$ cat src/rtl/lsm_pkg.sv
// Shared definitions for the LSM accumulator machine: opcode values, instruction
// field positions and the sequencer state encoding. Also used by EPROM models and
// program-image generators so that instruction encoding lives in one place.
package lsm_pkg;

  // Instruction layout: {op[7:6], addr[5:2], unused[1:0]}
  localparam int unsigned OP_MSB   = 7;
  localparam int unsigned OP_LSB   = 6;
  localparam int unsigned ADDR_MSB = 5;
  localparam int unsigned ADDR_LSB = 2;

  localparam logic [1:0] OP_IN  = 2'b00;
  localparam logic [1:0] OP_OUT = 2'b01;
  localparam logic [1:0] OP_STA = 2'b10;
  localparam logic [1:0] OP_LDA = 2'b11;

  typedef enum logic [2:0] {
    StFetchA,
    StFetchB,
    StExec,
    StInWait,
    StOutWait,
    StLdaWait
  } state_e;

  // Builds one instruction byte; unused low bits are left at zero.
  function automatic logic [7:0] make_insn(input logic [1:0] op, input logic [3:0] addr);
    logic [7:0] w;
    w = '0;
    w[OP_MSB:OP_LSB]     = op;
    w[ADDR_MSB:ADDR_LSB] = addr;
    return w;
  endfunction

endpackage

$ cat src/rtl/lsm_sequencer_if.sv
// Bus bundle between the LSM sequencer and its surroundings.
//   rom_*     : program EPROM (address, chip select, read enable, returned byte)
//   ram_*     : data RAM (address, write data, write/read strobes, read data)
//   in_*      : input port valid/ready handshake with data
//   out_*     : output port valid/ready handshake with data
//   pc_o      : debug view of the program counter
// master = sequencer side, slave = memories/ports side.
interface lsm_sequencer_if #(
  parameter int unsigned DATA_W = 8,
  parameter int unsigned ADDR_W = 4
) ();

  logic [ADDR_W-1:0] rom_ar;
  logic              rom_cs;
  logic              rom_rd;
  logic [DATA_W-1:0] rom_dr;

  logic [ADDR_W-1:0] ram_addr;
  logic [DATA_W-1:0] ram_wdata;
  logic              ram_we;
  logic              ram_rd;
  logic [DATA_W-1:0] ram_rdata;

  logic [DATA_W-1:0] in_data;
  logic              in_valid;
  logic              in_ready;

  logic [DATA_W-1:0] out_data;
  logic              out_valid;
  logic              out_ready;

  logic [ADDR_W-1:0] pc_o;

  modport master (
    output rom_ar, rom_cs, rom_rd,
    input  rom_dr,
    output ram_addr, ram_wdata, ram_we, ram_rd,
    input  ram_rdata,
    input  in_data, in_valid,
    output in_ready,
    output out_data, out_valid,
    input  out_ready,
    output pc_o
  );

  modport slave (
    input  rom_ar, rom_cs, rom_rd,
    output rom_dr,
    input  ram_addr, ram_wdata, ram_we, ram_rd,
    output ram_rdata,
    output in_data, in_valid,
    input  in_ready,
    input  out_data, out_valid,
    output out_ready,
    input  pc_o
  );

endinterface

$ cat src/rtl/lsm_sequencer.sv
// Fetch/decode/execute control unit of the LSM accumulator machine.
// Owns PC, IR and ACC; fetches a byte from the EPROM in two cycles, then executes
// IN / OUT / STA / LDA against the input port, output port and data RAM.
// Ports:
//   clk   : system clock, rising edge
//   rst_n : asynchronous active-low reset
//   bus   : lsm_sequencer_if.master (EPROM, RAM, in/out ports, debug PC)
module lsm_sequencer
  import lsm_pkg::*;
#(
  parameter int unsigned DATA_W = 8,
  parameter int unsigned ADDR_W = 4,
  parameter int unsigned OP_W   = 2
) (
  input  logic           clk,
  input  logic           rst_n,
  lsm_sequencer_if.master bus
);

  state_e            state_q, state_d;
  logic [ADDR_W-1:0] pc_q, pc_d;
  logic [DATA_W-1:0] ir_q, ir_d;
  logic [DATA_W-1:0] acc_q, acc_d;

  logic [OP_W-1:0]   op;
  logic              unused_ir_bits;

  assign op             = ir_q[DATA_W-1 -: OP_W];
  assign unused_ir_bits = ^ir_q[DATA_W-OP_W-ADDR_W-1:0];

  always_comb begin
    state_d = state_q;
    pc_d    = pc_q;
    ir_d    = ir_q;
    acc_d   = acc_q;
    unique case (state_q)
      StFetchA: state_d = StFetchB;
      StFetchB: begin
        ir_d    = bus.rom_dr;
        pc_d    = pc_q + ADDR_W'(1);
        state_d = StExec;
      end
      StExec: begin
        case (op)
          OP_IN:   state_d = StInWait;
          OP_OUT:  state_d = StOutWait;
          OP_STA:  state_d = StFetchA;
          OP_LDA:  state_d = StLdaWait;
          default: state_d = StFetchA;
        endcase
      end
      StInWait: begin
        if (bus.in_valid) begin
          acc_d   = bus.in_data;
          state_d = StFetchA;
        end
      end
      StOutWait: begin
        if (bus.out_ready) state_d = StFetchA;
      end
      StLdaWait: begin
        acc_d   = bus.ram_rdata;
        state_d = StFetchA;
      end
      default: state_d = StFetchA;
    endcase
  end

  always_ff @(posedge clk or negedge rst_n) begin
    if (!rst_n) begin
      state_q <= StFetchA;
      pc_q    <= '0;
      ir_q    <= '0;
      acc_q   <= '0;
    end else begin
      state_q <= state_d;
      pc_q    <= pc_d;
      ir_q    <= ir_d;
      acc_q   <= acc_d;
    end
  end

  // Strobes are decoded from the state register and qualified with rst_n so they
  // drop the moment reset asserts, even though the reset state is StFetchA.
  always_comb begin
    bus.rom_cs    = rst_n && (state_q == StFetchA || state_q == StFetchB);
    bus.rom_rd    = rst_n && (state_q == StFetchA || state_q == StFetchB);
    bus.ram_we    = rst_n && (state_q == StExec) && (op == OP_STA);
    bus.ram_rd    = rst_n && (state_q == StExec) && (op == OP_LDA);
    bus.in_ready  = rst_n && (state_q == StInWait);
    bus.out_valid = rst_n && (state_q == StOutWait);
    bus.rom_ar    = pc_q;
    bus.pc_o      = pc_q;
    bus.ram_addr  = ir_q[DATA_W-OP_W-1 -: ADDR_W];
    bus.ram_wdata = acc_q;
    bus.out_data  = acc_q;
  end

endmodule

$ cat src/flat_wrapper.sv
// flat-port wrapper written by rule: the top's interface ports become plain ports
module lsm_sequencer_flat import lsm_pkg::*;
#(
  parameter int unsigned DATA_W = 8,
  parameter int unsigned ADDR_W = 4,
  parameter int unsigned OP_W   = 2
)
  (clk, rst_n, bus_rom_ar, bus_rom_cs, bus_rom_rd, bus_rom_dr, bus_ram_addr, bus_ram_wdata, bus_ram_we, bus_ram_rd, bus_ram_rdata, bus_in_data, bus_in_valid, bus_in_ready, bus_out_data, bus_out_valid, bus_out_ready, bus_pc_o);
  lsm_sequencer_if #(.DATA_W(DATA_W), .ADDR_W(ADDR_W)) bus_i ();
  input  logic clk;
  input  logic rst_n;
  output wire logic [$bits(bus_i.rom_ar)-1:0] bus_rom_ar;
  output wire logic [$bits(bus_i.rom_cs)-1:0] bus_rom_cs;
  output wire logic [$bits(bus_i.rom_rd)-1:0] bus_rom_rd;
  input wire logic [$bits(bus_i.rom_dr)-1:0] bus_rom_dr;
  output wire logic [$bits(bus_i.ram_addr)-1:0] bus_ram_addr;
  output wire logic [$bits(bus_i.ram_wdata)-1:0] bus_ram_wdata;
  output wire logic [$bits(bus_i.ram_we)-1:0] bus_ram_we;
  output wire logic [$bits(bus_i.ram_rd)-1:0] bus_ram_rd;
  input wire logic [$bits(bus_i.ram_rdata)-1:0] bus_ram_rdata;
  input wire logic [$bits(bus_i.in_data)-1:0] bus_in_data;
  input wire logic [$bits(bus_i.in_valid)-1:0] bus_in_valid;
  output wire logic [$bits(bus_i.in_ready)-1:0] bus_in_ready;
  output wire logic [$bits(bus_i.out_data)-1:0] bus_out_data;
  output wire logic [$bits(bus_i.out_valid)-1:0] bus_out_valid;
  input wire logic [$bits(bus_i.out_ready)-1:0] bus_out_ready;
  output wire logic [$bits(bus_i.pc_o)-1:0] bus_pc_o;
  assign bus_rom_ar = bus_i.rom_ar;
  assign bus_rom_cs = bus_i.rom_cs;
  assign bus_rom_rd = bus_i.rom_rd;
  assign bus_i.rom_dr = bus_rom_dr;
  assign bus_ram_addr = bus_i.ram_addr;
  assign bus_ram_wdata = bus_i.ram_wdata;
  assign bus_ram_we = bus_i.ram_we;
  assign bus_ram_rd = bus_i.ram_rd;
  assign bus_i.ram_rdata = bus_ram_rdata;
  assign bus_i.in_data = bus_in_data;
  assign bus_i.in_valid = bus_in_valid;
  assign bus_in_ready = bus_i.in_ready;
  assign bus_out_data = bus_i.out_data;
  assign bus_out_valid = bus_i.out_valid;
  assign bus_i.out_ready = bus_out_ready;
  assign bus_pc_o = bus_i.pc_o;
  lsm_sequencer #(.DATA_W(DATA_W), .ADDR_W(ADDR_W), .OP_W(OP_W)) u_core (.clk(clk), .rst_n(rst_n), .bus(bus_i));
endmodule
$ cat config.mk
export PLATFORM = sky130hd
export DESIGN_NAME = lsm_sequencer_flat
export DESIGN_NICKNAME = d
export VERILOG_FILES = /design/src/rtl/lsm_pkg.sv /design/src/rtl/lsm_sequencer_if.sv /design/src/rtl/lsm_sequencer.sv /design/src/flat_wrapper.sv
export SDC_FILE = /design/constraint.sdc
export NUM_CORES = 1
export LEC_CHECK = 0
export CAP_MARGIN = 20
export CORE_UTILIZATION = 45
export CTS_BUF_LIST = sky130_fd_sc_hd__clkbuf_8
export DETAILED_ROUTE_END_ITERATION = 12
export DONT_BUFFER_PORTS = 1
export PLACE_DENSITY = 0.58
export SLEW_MARGIN = 20
export SYNTH_ARGS = -nofsm -noshare
export SYNTH_HDL_FRONTEND = slang
export SYNTH_SLANG_ARGS = --single-unit
export TNS_END_PERCENT = 30
$ cat constraint.sdc
create_clock -name clk -period 1.85 [get_ports clk]
set_clock_uncertainty 0.1 [all_clocks]
set_input_delay 0.37 -clock clk [delete_from_list [all_inputs] [get_ports clk]]
set_output_delay 0.37 -clock clk [all_outputs]
set_load 0.01 [all_outputs]
==> run_results.csv, run 1 <==
group,metric,value,unit
finish,post-route-util,0.471,
setup_path,setup.worst_path.class,"reg2out",
die,core.rowCount,18,
drt,ant_nets,0,
finish,layout-drive-gt1-share,0.242,
clocking,cts_setup_buffers,0,
die,die_x,53.9,µm
hold_path,worstHoldEndpoint,"u_core.ir_q[7]$_DFFE_PN0P_",
clocking,ctsRootBufferMaster,"clkbuf_8",
setup_path,worstRegToRegCells,4,
logic_synthesis,syn_nets,135,
setup_path,crit_fanout,7,
outcome,status,"completed",
power_and_ir_drop,power.leakage,0.521,nW
finish,insertedDiodeCount,0,
hold_path,min_path_type,"in2reg",
logic_synthesis,ys.flop_type,"dfrtp_1",
drt,drt_iter0_markers,1,
clocking,cts_buffer_depth,2,
setup_path,cp_cell_sequence,"nand2b_1, nor3b_2",
job,cap_violations,0,
setup_path,cp.required,1.38,ns
sta,period_share,0.932,
power_and_ir_drop,p_per_area,1840,nW/µm²
setup_path,endpoint_kind,"output pin",
finish,multi_input_area,510,µm²
logic_synthesis,yosysSeqAreaShare,0.434,
placed_design,place.port_buffers,0,
placed_design,post-place-ws,0.233,ns
drt,wl,1970,µm
logic_synthesis,synth.cell_area,1210,µm²
grt,grt_max_degree,22,
sta,layout_setup_ws,0.125,ns
setup_path,r2r-start,"u_core.state_q[1]$_DFFE_PN0P_",
placed_design,finalWeightedCongestion,0.705,
clocking,cts_tree,"built",
finish,seq_area,527,µm²
drt,drc_errors,0,
finish,final_cell_mix,"dfrtp_1, o22a_1, o21a_1",
grt,gr-total-overflow,0,
finish,fin_area,1180,µm²
setup_path,ff2ff_setup_slack,0.23,ns
sta,tightestPinTransition,0.477,ns
finish,nFillCells,232,
finish,final_nets,125,
die,io_pins,62,
sta,hold_ws,0.134,ns
drt,wl_per_cell,16.3,µm
clocking,clk_latency,0.26,ns
logic_synthesis,ys_ff_latch,21,
finish,syn2layout_area_growth,-2.79,%
grt,track_usage,0.150,
sta,max-slew-margin-rel,0.682,
logic_synthesis,synthDistinctLibCells,30,
drt,dr.pass1.iters,2,
setup_path,r2r-end,"u_core.ir_q[3]$_DFFE_PN0P_",
power_and_ir_drop,ir_drop,0.921,mV
sta,rsz0062_at_grt,"false",
logic_synthesis,syn-mean-instance-area,11.9,µm²
finish,final_common_cell,"dfrtp_1",
die,initial_core_util,0.484,
clocking,cts_sinks,21,
setup_path,setup.worst_path.start_class,"flop",
sta,min_period,1.72,ns
hold_path,hp-start,"bus_rom_dr[7]",
setup_path,arrival,1.25,ns
logic_synthesis,synth_warnings,0,
clocking,clkTransAtPathRegs,0.08,ns
setup_path,slowest_stage,"dfrtp_1",
sta,finalSetupViolCount,0,
placed_design,placed_cell_area,1110,µm²
grt,grt_pass1_vias,676,
placed_design,dp_hpwl,1450,µm
setup_path,cp_slowest_stage_delay,0.48,ns
drt,dr_total_vias,683,
clocking,cts_buffers,3,
logic_synthesis,synth_cells,102,
die,core-area,2500,µm²
sta,fmax,580,MHz
sta,setup_tns,0,ns
die,fp.dieH,53.9,µm
grt,grt_pass1_wl,3040,µm
hold_path,whs_path_depth,2,
sta,drv_slew,0,
logic_synthesis,async_reset_ff_frac,1.00,
sta,hold_viol,0,
logic_synthesis,synth_edf_count,0,
grt,grt_antenna_before_repair,0,
clocking,ctsHtreeMaxLevel,1,
drt,vias_per_cell,5.64,
die,die_area,2900,µm²
-- metrics by stage --
stage               power, mW  std cells
CTS                      2.21        120
global placement         1.86        115
floorplan                2.00        102
detailed placement       1.89        115
global route             2.35        121
finish                   2.17        121
-- cells in the mapped netlist (2+ instances only) --
library cell  count  area share
a21oi_1           2      0.0083
a2bb2oi_1         2       0.014
and3_1            3       0.015
buf_4            18        0.11
buf_6             3       0.028
dfrtp_1          21        0.43
ha_1              5       0.052
inv_1             3      0.0093
mux2_2            4       0.037
nand2_1           5       0.015
nor2_1            2      0.0062
nor2b_1           2       0.010
nor3b_1           2       0.012
o21a_1            7       0.043
o21ai_0           2      0.0083
o22a_1            7       0.051
-- routing by layer --
metal  vias up  global-route usage  part of all wire
li1        317                   -                 -
met4         0              0.0658            0.0051
met5         -                   0                 0
met3         2              0.0508             0.082
met2        32               0.243              0.48
met1       332               0.180              0.43
-- cell type report --
class                   count  area share
well taps                  30      0.0319
clock inverters             1     0.00425
clock buffers               3      0.0351
multi-input cells          57       0.434
inverters                   3     0.00956
repair buffers              6      0.0383
flip-flops and latches     21       0.447
-- repair_timing --
item	4_1_cts	5_1_grt
resized for setup	1	1
hold buffers	1	1
setup endpoints to repair	1	1
endpoints found under the hold margin	21	19
-- logic make-up after synthesis --
kind of cell	Yosys count	synth area share
adder cells (fa/ha/maj)	5	0.0517
multiplexers	5	0.0465
XOR/XNOR	3	0.0279
flip-flops	21	0.434
buffers and inverters	24	0.149
AND/OR/NAND/NOR	21	0.146
AO/OA/AOI/OAI	23	0.146
-- report_power, final --
part,switching (mW),internal (mW)
clock network,0.145,0.150
logic,0.328,0.419
registers,0.435,0.691
-- state kept, by name, summed over array words and instances (netlist names) --
register,flops
u_core.bus.out_data,8
u_core.ir_q,6
u_core.state_q,3
u_core.bus.pc_o,4
-- critical path: cells and delay by family (launching register included) --
family	cells	cell delay, ns
simple gates	2	0.52
flops	1	0.48
-- how the worst max path moves through the flow --
stage / cells past startpoint / to / startpoint
final: 2 / bus_out_valid / u_core.state_q[1]$_DFFE_PN0P_
after global routing: 2 / bus_in_ready / u_core.state_q[1]$_DFFE_PN0P_
after CTS: 2 / bus_out_valid / u_core.state_q[1]$_DFFE_PN0P_
after detailed placement: 4 / u_core.ir_q[2]$_DFFE_PN0P_ / u_core.state_q[1]$_DFFE_PN0P_
after global placement: 4 / u_core.ir_q[2]$_DFFE_PN0P_ / u_core.state_q[1]$_DFFE_PN0P_
after floorplan: 3 / bus_rom_rd / u_core.state_q[2]$_DFFE_PN0P_
Note: power is estimated with default switching activity, not from simulation.
==> inputs of run 2 (changes only) <==
--- a/config.mk
+++ b/config.mk
@@ -6,11 +6,12 @@
 export NUM_CORES = 1
 export LEC_CHECK = 0
 export CAP_MARGIN = 20
-export CORE_UTILIZATION = 45
+export CORE_ASPECT_RATIO = 0.75
+export CORE_UTILIZATION = 40
 export CTS_BUF_LIST = sky130_fd_sc_hd__clkbuf_8
 export DETAILED_ROUTE_END_ITERATION = 12
 export DONT_BUFFER_PORTS = 1
-export PLACE_DENSITY = 0.58
+export PLACE_DENSITY = 0.52
 export SLEW_MARGIN = 20
 export SYNTH_ARGS = -nofsm -noshare
 export SYNTH_HDL_FRONTEND = slang
==> run 2 against run 1 <==
  * Flip-flop and latch count unchanged
  * Count of clock-buffer cells in the layout unchanged
  * Largest power group unchanged
  * Register-to-register slack better by 0.03 ns
  * Setup slack better by 0.030 ns
  * Global-route usage is 0.67 points lower
  * Sequential power about the same
  * Highest routed layer unchanged
  * Non-clock buffer count stayed put
  * Sequential share of layout area is 0.28 points lower
==> run_results.csv, run 2 (synthesis results as in run 1) <==
group,metric,value,unit
clocking,cts_buffer_depth,2,
clocking,cts_buffers,3,
grt,track_usage,0.143,
die,io_pins,62,
sta,layout_setup_ws,0.155,ns
placed_design,post-place-ws,0.252,ns
drt,vias_per_cell,5.46,
setup_path,crit_cells,2,
power_and_ir_drop,ir_drop,0.663,mV
die,core.rowCount,16,
sta,hold_viol,0,
sta,finalSetupViolCount,0,
die,core-area,2740,µm²
drt,dr.pass1.iters,2,
clocking,clk_latency,0.26,ns
drt,ant_nets,0,
finish,insertedDiodeCount,0,
finish,layout-drive-gt1-share,0.242,
sta,drv_slew,0,
sta,period_share,0.916,
grt,grt_pass1_wl,3510,µm
placed_design,placed_cell_area,1120,µm²
setup_path,critPathCapture,"bus_ram_rd",
placed_design,finalWeightedCongestion,0.691,
sta,setup_tns,0,ns
finish,syn2layout_area_growth,-2.17,%
drt,wl_per_cell,16.0,µm
sta,fmax,590,MHz
sta,hold_ws,0.140,ns
finish,post-route-util,0.432,
die,die_x,65.5,µm
clocking,cts_sinks,21,
finish,final_common_cell,"dfrtp_1",
setup_path,cp_slowest_stage_delay,0.48,ns
setup_path,endpoint_kind,"output pin",
setup_path,worstRegToRegCells,4,
clocking,cts_tree,"built",
grt,grt_antenna_before_repair,0,
placed_design,place_inst,121,
job,cap_violations,0,
setup_path,setup.worst_path.class,"reg2out",
placed_design,place.port_buffers,0,
power_and_ir_drop,power,2.17,mW
outcome,status,"completed",
setup_path,r2r-end,"u_core.ir_q[3]$_DFFE_PN0P_",
sta,min_period,1.70,ns
finish,nFillCells,275,
drt,drc_errors,0,
setup_path,arrival,1.22,ns
setup_path,startpoint,"u_core.state_q[1]$_DFFE_PN0P_",
setup_path,crit_fanout,7,
setup_path,setup.worst_path.start_class,"flop",
finish,fin_area,1180,µm²
clocking,clkTransAtPathRegs,0.08,ns
setup_path,cp.required,1.38,ns
sta,max-slew-margin-rel,0.698,
die,fp.dieH,49.7,µm
finish,final_cells,127,
power_and_ir_drop,p_per_area,1840,nW/µm²
drt,wl,2040,µm
grt,grt_pass1_vias,727,
placed_design,dp_hpwl,1450,µm
setup_path,slowest_stage,"dfrtp_1",
clocking,ctsRootBufferMaster,"clkbuf_8",
grt,grt_max_degree,22,
power_and_ir_drop,power.leakage,0.521,nW
die,initial_core_util,0.442,
setup_path,ff2ff_setup_slack,0.26,ns
finish,final_cell_mix,"dfrtp_1, o22a_1, o21a_1",
drt,dr_total_vias,694,
drt,drt_iter0_markers,3,
hold_path,min_path_type,"in2reg",
setup_path,critPathBufInv,0,
setup_path,r2r-start,"u_core.state_q[1]$_DFFE_PN0P_",
clocking,ctsHtreeMaxLevel,1,
grt,gr-total-overflow,0,
die,die_area,3250,µm²
sta,tightestPinTransition,0.453,ns
setup_path,cp_cell_sequence,"nor2b_1, and3_1",
sta,rsz0062_at_grt,"false",
finish,largest_register_ffs,8,
finish,final_nets,125,
setup_path,crit_family,"simple AND/OR/NAND/NOR gates",
-- run 2: layout make-up --
cell class	instances	area, µm²	share of cell area
Sequential cell	21	527	0.445
Multi-Input combinational cell	57	510	0.431
Timing Repair Buffer	6	45.0	0.0380
Tap cell	36	45.0	0.0380
Clock buffer	3	41.3	0.0348
Inverter	3	11.3	0.00950
Clock inverter	1	5.00	0.00422
-- run 2: per-layer routing --
| metal | part of all wire | GRT usage |
|---|---|---|
| met3 | 0.079 | 0.0486 |
| met1 | 0.46 | 0.187 |
| met5 | 0 | 0 |
| met2 | 0.45 | 0.229 |
| met4 | 0.0054 | 0.0326 |
-- run 2: worst reg2reg max path, stage by stage, from the launching register on --
cell	delay, ns
dfrtp_1	0.47
buf_4	0.19
nor3b_4	0.15
buf_4	0.22
mux2_2	0.35
-- run 2: worst min path at each step --
stage | cells after the start | startpoint | end
after floorplan | 0 | rst_n | u_core.bus.out_data[0]$_DFFE_PN0P_
after global placement | 0 | rst_n | u_core.bus.out_data[2]$_DFFE_PN0P_
after detailed placement | 0 | rst_n | u_core.bus.out_data[2]$_DFFE_PN0P_
after CTS | 2 | bus_rom_dr[6] | u_core.ir_q[6]$_DFFE_PN0P_
after global routing | 1 | bus_rom_dr[5] | u_core.ir_q[5]$_DFFE_PN0P_
final | 1 | bus_rom_dr[5] | u_core.ir_q[5]$_DFFE_PN0P_
-- run 2: repair_timing --
item,in CTS,in global routing
endpoints found under the setup margin,1,1
endpoints found under the hold margin,21,17
gates resized for setup,1,1
setup buffers,0,0
pin swaps,0,0
hold buffers,1,1
-- run 2: report_power, final --
part | switching [mW] | internal [mW] | total (mW)
combinational | 0.333 | 0.420 | 0.752
clock | 0.146 | 0.150 | 0.296
sequential | 0.435 | 0.691 | 1.13
